## config.mk

```make
export PLATFORM = sky130hd
export DESIGN_NAME = pipelined_rca_flat
export DESIGN_NICKNAME = d
export VERILOG_FILES = /design/src/rtl/pipelined_rca_if.sv /design/src/rtl/pipelined_rca.sv /design/src/flat_wrapper.sv
export SDC_FILE = /design/constraint.sdc
export NUM_CORES = 1
export LEC_CHECK = 0
export ABC_CLOCK_PERIOD_IN_PS = 5200
export CAP_MARGIN = 20
export CORE_MARGIN = 8
export CORE_UTILIZATION = 60
export DETAILED_ROUTE_END_ITERATION = 10
export DONT_BUFFER_PORTS = 1
export HOLD_SLACK_MARGIN = 0.15
export PLACE_DENSITY = 0.79
export RECOVER_POWER = 50
export SYNTH_ARGS = -nofsm -noshare
export SYNTH_HDL_FRONTEND = slang
export SYNTH_SLANG_ARGS = --single-unit
export TNS_END_PERCENT = 50
```

## constraint.sdc

```tcl
create_clock -name clk -period 5.2 [get_ports clk]
set_input_delay 0.26 -clock clk [delete_from_list [all_inputs] [get_ports clk]]
set_output_delay 0.26 -clock clk [all_outputs]
set_load 0.02 [all_outputs]
```

## src/rtl/pipelined_rca_if.sv

```systemverilog
// Handshake and data bundle for pipelined_rca. The ovf signal exists only when RCA_OVF_EN is defined.
// Valid/ready: a beat moves on a rising clk edge where valid && ready. Valid is never gated by ready.
// in_ready may fall combinationally with out_ready. Data is held stable while valid && !ready.
interface pipelined_rca_if #(
    parameter int WIDTH = 32
);
    logic             in_valid;
    logic             in_ready;
    logic [WIDTH-1:0] a;
    logic [WIDTH-1:0] b;
    logic             cin;
    logic             sub;
    logic             out_valid;
    logic             out_ready;
    logic [WIDTH-1:0] sum;
    logic             cout;
`ifdef RCA_OVF_EN
    logic             ovf;

    modport master (
        output in_valid, a, b, cin, sub, out_ready,
        input  in_ready, out_valid, sum, cout, ovf
    );
    modport slave (
        input  in_valid, a, b, cin, sub, out_ready,
        output in_ready, out_valid, sum, cout, ovf
    );
`else
    modport master (
        output in_valid, a, b, cin, sub, out_ready,
        input  in_ready, out_valid, sum, cout
    );
    modport slave (
        input  in_valid, a, b, cin, sub, out_ready,
        output in_ready, out_valid, sum, cout
    );
`endif
endinterface

```

## src/rtl/pipelined_rca.sv

```systemverilog
// Pipelined ripple-carry add/subtract: WIDTH-bit carry chain cut into STAGES registered slices.
// Optional signed-overflow output is enabled by defining RCA_OVF_EN. WIDTH must be a multiple of STAGES.
module pipelined_rca #(
    parameter int WIDTH  = 32,
    parameter int STAGES = 4
) (
    input  logic           clk,
    input  logic           rst,
    pipelined_rca_if.slave bus
);
    localparam int SW = WIDTH / STAGES;

    function automatic logic [1:0] full_adder(input logic x, input logic y, input logic ci);
        return {(x & y) | (ci & (x ^ y)), x ^ y ^ ci};
    endfunction

    // Index g is the data entering slice g; index STAGES is the output register.
    logic [WIDTH-1:0] op_a  [STAGES];
    logic [WIDTH-1:0] op_b  [STAGES];
    logic [WIDTH-1:0] part  [STAGES+1];
    logic             carry [STAGES+1];
    logic             valid [STAGES+1];
    logic             adv;
`ifdef RCA_OVF_EN
    logic             ovf_w;
`endif

    // The whole pipe moves together, so a stalled output freezes every stage.
    assign adv          = !valid[STAGES] || bus.out_ready;
    assign bus.in_ready = adv;

    assign op_a[0]  = bus.a;
    assign op_b[0]  = bus.b ^ {WIDTH{bus.sub}};
    assign part[0]  = '0;
    assign carry[0] = bus.cin ^ bus.sub;
    assign valid[0] = bus.in_valid;

    for (genvar g = 0; g < STAGES; g++) begin : g_stage
        localparam int LO = g * SW;
        localparam int HI = LO + SW;

        logic [SW:0]   c;
        logic [SW-1:0] s;
        logic          valid_q, valid_d;
        logic          carry_q, carry_d;
        logic [HI-1:0] part_q, part_d;

        always_comb begin
            c    = '0;
            s    = '0;
            c[0] = carry[g];
            for (int i = 0; i < SW; i++) begin
                {c[i+1], s[i]} = full_adder(op_a[g][LO+i], op_b[g][LO+i], c[i]);
            end
            valid_d = valid_q;
            carry_d = carry_q;
            part_d  = part_q;
            if (adv) begin
                valid_d         = valid[g];
                carry_d         = c[SW];
                part_d          = part[g][HI-1:0];
                part_d[HI-1:LO] = s;
            end
        end

        always_ff @(posedge clk) begin
            if (rst) begin
                valid_q <= 1'b0;
                carry_q <= 1'b0;
                part_q  <= '0;
            end else begin
                valid_q <= valid_d;
                carry_q <= carry_d;
                part_q  <= part_d;
            end
        end

        assign valid[g+1] = valid_q;
        assign carry[g+1] = carry_q;
        assign part[g+1]  = WIDTH'(part_q);

        // Operand bits not yet consumed ride alongside to the slice that needs them.
        if (g < STAGES - 1) begin : g_skew
            logic [WIDTH-1:HI] a_q, a_d;
            logic [WIDTH-1:HI] b_q, b_d;

            always_comb begin
                a_d = a_q;
                b_d = b_q;
                if (adv) begin
                    a_d = op_a[g][WIDTH-1:HI];
                    b_d = op_b[g][WIDTH-1:HI];
                end
            end

            always_ff @(posedge clk) begin
                if (rst) begin
                    a_q <= '0;
                    b_q <= '0;
                end else begin
                    a_q <= a_d;
                    b_q <= b_d;
                end
            end

            assign op_a[g+1] = {a_q, {HI{1'b0}}};
            assign op_b[g+1] = {b_q, {HI{1'b0}}};
        end

`ifdef RCA_OVF_EN
        // Signed overflow: carry into the MSB differs from carry out of it.
        if (g == STAGES - 1) begin : g_ovf
            logic ovf_q, ovf_d;

            always_comb begin
                ovf_d = ovf_q;
                if (adv) ovf_d = c[SW] ^ c[SW-1];
            end

            always_ff @(posedge clk) begin
                if (rst) ovf_q <= 1'b0;
                else     ovf_q <= ovf_d;
            end

            assign ovf_w = ovf_q;
        end
`endif
    end

    assign bus.out_valid = valid[STAGES];
    assign bus.sum       = part[STAGES];
    assign bus.cout      = carry[STAGES];
`ifdef RCA_OVF_EN
    assign bus.ovf       = ovf_w;
`endif
endmodule

```

## src/flat_wrapper.sv

```systemverilog
// flat-port wrapper written by rule: the top's interface ports become plain ports
module pipelined_rca_flat 
#(
    parameter int WIDTH  = 32,
    parameter int STAGES = 4
)
  (clk, rst, bus_in_valid, bus_a, bus_b, bus_cin, bus_sub, bus_out_ready, bus_in_ready, bus_out_valid, bus_sum, bus_cout);
  pipelined_rca_if #(.WIDTH(WIDTH)) bus_i ();
  input  logic clk;
  input  logic rst;
  input wire logic [$bits(bus_i.in_valid)-1:0] bus_in_valid;
  input wire logic [$bits(bus_i.a)-1:0] bus_a;
  input wire logic [$bits(bus_i.b)-1:0] bus_b;
  input wire logic [$bits(bus_i.cin)-1:0] bus_cin;
  input wire logic [$bits(bus_i.sub)-1:0] bus_sub;
  input wire logic [$bits(bus_i.out_ready)-1:0] bus_out_ready;
  output wire logic [$bits(bus_i.in_ready)-1:0] bus_in_ready;
  output wire logic [$bits(bus_i.out_valid)-1:0] bus_out_valid;
  output wire logic [$bits(bus_i.sum)-1:0] bus_sum;
  output wire logic [$bits(bus_i.cout)-1:0] bus_cout;
  assign bus_i.in_valid = bus_in_valid;
  assign bus_i.a = bus_a;
  assign bus_i.b = bus_b;
  assign bus_i.cin = bus_cin;
  assign bus_i.sub = bus_sub;
  assign bus_i.out_ready = bus_out_ready;
  assign bus_in_ready = bus_i.in_ready;
  assign bus_out_valid = bus_i.out_valid;
  assign bus_sum = bus_i.sum;
  assign bus_cout = bus_i.cout;
  pipelined_rca #(.WIDTH(WIDTH), .STAGES(STAGES)) u_core (.clk(clk), .rst(rst), .bus(bus_i));
endmodule
```

==> metrics.yaml <==
timing:
  finalCritPeriodShare_pct: 79.3
  rsz0062_at_grt: "false"
  hold_violations: 0
  relSlewSlack_pct: -34.4
  holdWs_ns: 0.185
  slew_violations: 26
  period_needed_ns: 4.13
  setup_viol: 0
  fmaxAchievable_ghz: 0.242
  worstMarginPinSlew_ns: 2.01
  tns_ns: 0
  fin_worst_skew_ns: 0.00651
floorplanning:
  dieHeight_um: 128
  num_io_pins: 105
  dieArea_sq_um: 16400
  start_util_pct: 60.5
  die_w_um: 128
  core-area_sq_um: 12500
  row_count: 41
yosys:
  synth.area.top_cells: "dfxtp_1, nand2_1, a21oi_1"
  synthSimpleGateAreaFrac_pct: 16.5
  synth_edf_count: 0
  yosys_register_bits: 184
  synth_compound_area_share_pct: 15.4
  async_flop_share_pct: 0
  synthMuxAreaShare_pct: 0
  ys.flop_type: "dfxtp_1"
  avgSynthCellArea_sq_um: 8.81
  ys_types: 17
  syn-num-nets: 958
  yosys-top-cells-count: "nand2_1, dfxtp_1, a21oi_1"
  yosys.area_share.adder_pct: 8.50
  synth_top_family_by_area: "simple AND/OR/NAND/NOR gates"
  synth_warnings: 0
  synth_top_area_share_pct: 48.8
  synthesis.instances: 856
  synth_xor_area_share_pct: 3.83
  synth.most_common_cell: "nand2_1"
  seq_area_frac_synth_pct: 48.8
  synth_top_area_cell: "dfxtp_1"
  syn_area_sq_um: 7540
route:
  drt-wirelength-per-cell_um: 15.7
  post_drt_via_cell_ratio: 5.29
  vias: 5748
  dr.pass1.iters: 5
  drt_iter0_drc: 549
  finalWirelength_um: 17100
  drc: 0
  ant_nets: 0
worst_setup_path:
  crit_path_end_kind: "register"
  crit_type: "register to register"
  timing.rr.start: "u_core.g_stage[2].g_skew.a_q[24]"
  cp.arrival_ns: 4.47
  cp.required_ns: 5.55
  ff2ff_path_depth: 12
  worstSetupStartpointType: "register"
  ff2ff_setup_slack_ns: 1.07
  r2r_end: "u_core.bus.sum[31]"
  crit_fanout: 2
final_layout:
  area_growth_pct: 17.9
  layout.nets: 1004
  drive_gt1_share_pct: 6.78
  antennaDiodeCount: 0
  fill_cells: 867
cts:
  cts_buffers: 17
  cts_max_path_buffers: 2
  htree_levels: 4
  cts_sinks: 184
  cts_root_buf: "clkbuf_16"
  post_cts_buffers: 0
  cts_tree: "built"
  worst_skew_pair.late_latency_ns: 0.43
  clk_pin_slew_ns: 0.07
grt:
  grt_pass1_wl_um: 27500
  grt_usage_pct: 21.2
  grt_pass1_vias: 5623
  grt_overflow: 0
  grt_max_degree: 185
  antenna_found_initial: 0
hold_path:
  hold_class: "input port to register"
  min_to: "u_core.g_stage[0].part_q[1]"
  hold_path_depth: 3
  min_from: "bus_a[1]"
run_status:
  status: "finished, violations left"
  violations: "capacitance limit, slew limit"
placed_design:
  hpwl_um: 9630
  gp_congestion: 0.789
  numPortBuffers: 0
power_and_ir_drop:
  peakVddDrop_v: 0.000213
  p_per_area_nw_per_um2: 357
  leakage_nw: 3.44
run:
  cap_violations: 1
layout make-up:
class | instances | area [sq um] | area share (%)
well taps | 172 | 215 | 2.42
repair buffers | 92 | 965 | 10.8
clock buffers | 22 | 474 | 5.33
inverters | 30 | 118 | 1.32
clock inverters | 10 | 118 | 1.32
flip-flops and latches | 184 | 3680 | 41.4
multi-input cells | 577 | 3320 | 37.3
timing repair:
item,4_1_cts,5_1_grt
hold buffers,88,0
gates resized for setup,0,0
endpoints found under the hold margin,184,0
power breakdown:
part	switching [mW]	internal (mW)	leakage, nW	total [mW]
clock	0.539	0.748	0.291	1.29
sequential	0.0736	1.51	1.51	1.58
combinational	0.150	0.161	1.64	0.311
metal layers:
metal  vias to the layer above  GRT usage, %  share of wire [%]
met4                         0          7.27                1.5
li1                       2822             -                  -
met3                        24          6.36                7.1
met1                      2752          26.0                 43
met5                         -             0                  0
met2                       150          34.6                 49
flip-flops by register name (all words and copies together), names as in the netlist:
| register | flops |
|---|---|
| u_core.g_stage.g_skew.a_q | 48 |
| u_core.g_stage.g_skew.b_q | 48 |
| u_core.g_stage.part_q | 48 |
| u_core.bus.sum | 32 |
| u_core.g_stage.carry_q | 3 |
| u_core.g_stage.valid_q | 3 |
| u_core.bus.cout | 1 |
| u_core.bus.out_valid | 1 |
worst max-delay path, stage by stage, from the launching register on:
cell and delay [ns]:
dfxtp_1 0.33, inv_1 0.08, fa_1 0.16, inv_1 0.06, fa_1 0.46, fa_1 0.47
fa_1 0.46, fa_1 0.47, fa_1 0.46, fa_1 0.42, inv_1 0.09, fa_1 0.40
a211oi_2 0.19
worst max-delay path by stage:
stage / start / end / slack (ns) / depth (start not counted)
3_5_place_dp: u_core.g_stage[1].g_skew.b_q[16] / u_core.g_stage[2].part_q[23] / 1.10 / 12
3_3_place_gp: u_core.g_stage[1].g_skew.b_q[16] / u_core.g_stage[2].part_q[23] / 1.15 / 12
5_1_grt: u_core.bus.out_valid / u_core.g_stage[0].part_q[3] / 0.87 / 6
6_report: u_core.g_stage[2].g_skew.a_q[24] / u_core.bus.sum[31] / 1.07 / 12
2_1_floorplan: bus_sub / u_core.g_stage[0].part_q[7] / 1.11 / 14
4_1_cts: u_core.g_stage[2].g_skew.b_q[24] / u_core.bus.sum[31] / 1.05 / 12
placed cells by master (no fill, tap or decap), drive strengths merged:
master,netlist,layout
a211oi,40,40
nand2,286,286
fa,32,32
nor2,42,42
a21oi,143,143
bufinv,0,2
clkbuf,18,23
inv,30,32
clkinvlp,0,1
clkinv,0,5
xor2,3,3
dlygate4sd3,0,87
dfxtp,184,184
nor2b,1,1
xnor2,30,30
buf,47,4
cells by family after synthesis:
group / count (synthesis)
AND/OR/NAND/NOR: 329
flip-flops: 184
AO/OA/AOI/OAI: 183
buffers and inverters: 95
XOR/XNOR: 33
adder cells (fa/ha/maj): 32
metrics by stage:
stage / setup slack [ns] / util, % / instances / power, mW / cell area, sq um
after global routing: 0.874 / 71.3 / 1087 / 3.30 / 8890
after floorplan: 1.11 / - / 856 / 1.79 / 7540
after global placement: 1.15 / 59.1 / 965 / 1.80 / 7370
final: 1.07 / 71.3 / 1087 / 3.18 / 8890
after detailed placement: 1.10 / 59.1 / 965 / 1.82 / 7370
after CTS: 1.05 / 71.1 / 1085 / 3.18 / 8860
Note: power is estimated with default switching activity, not from simulation.
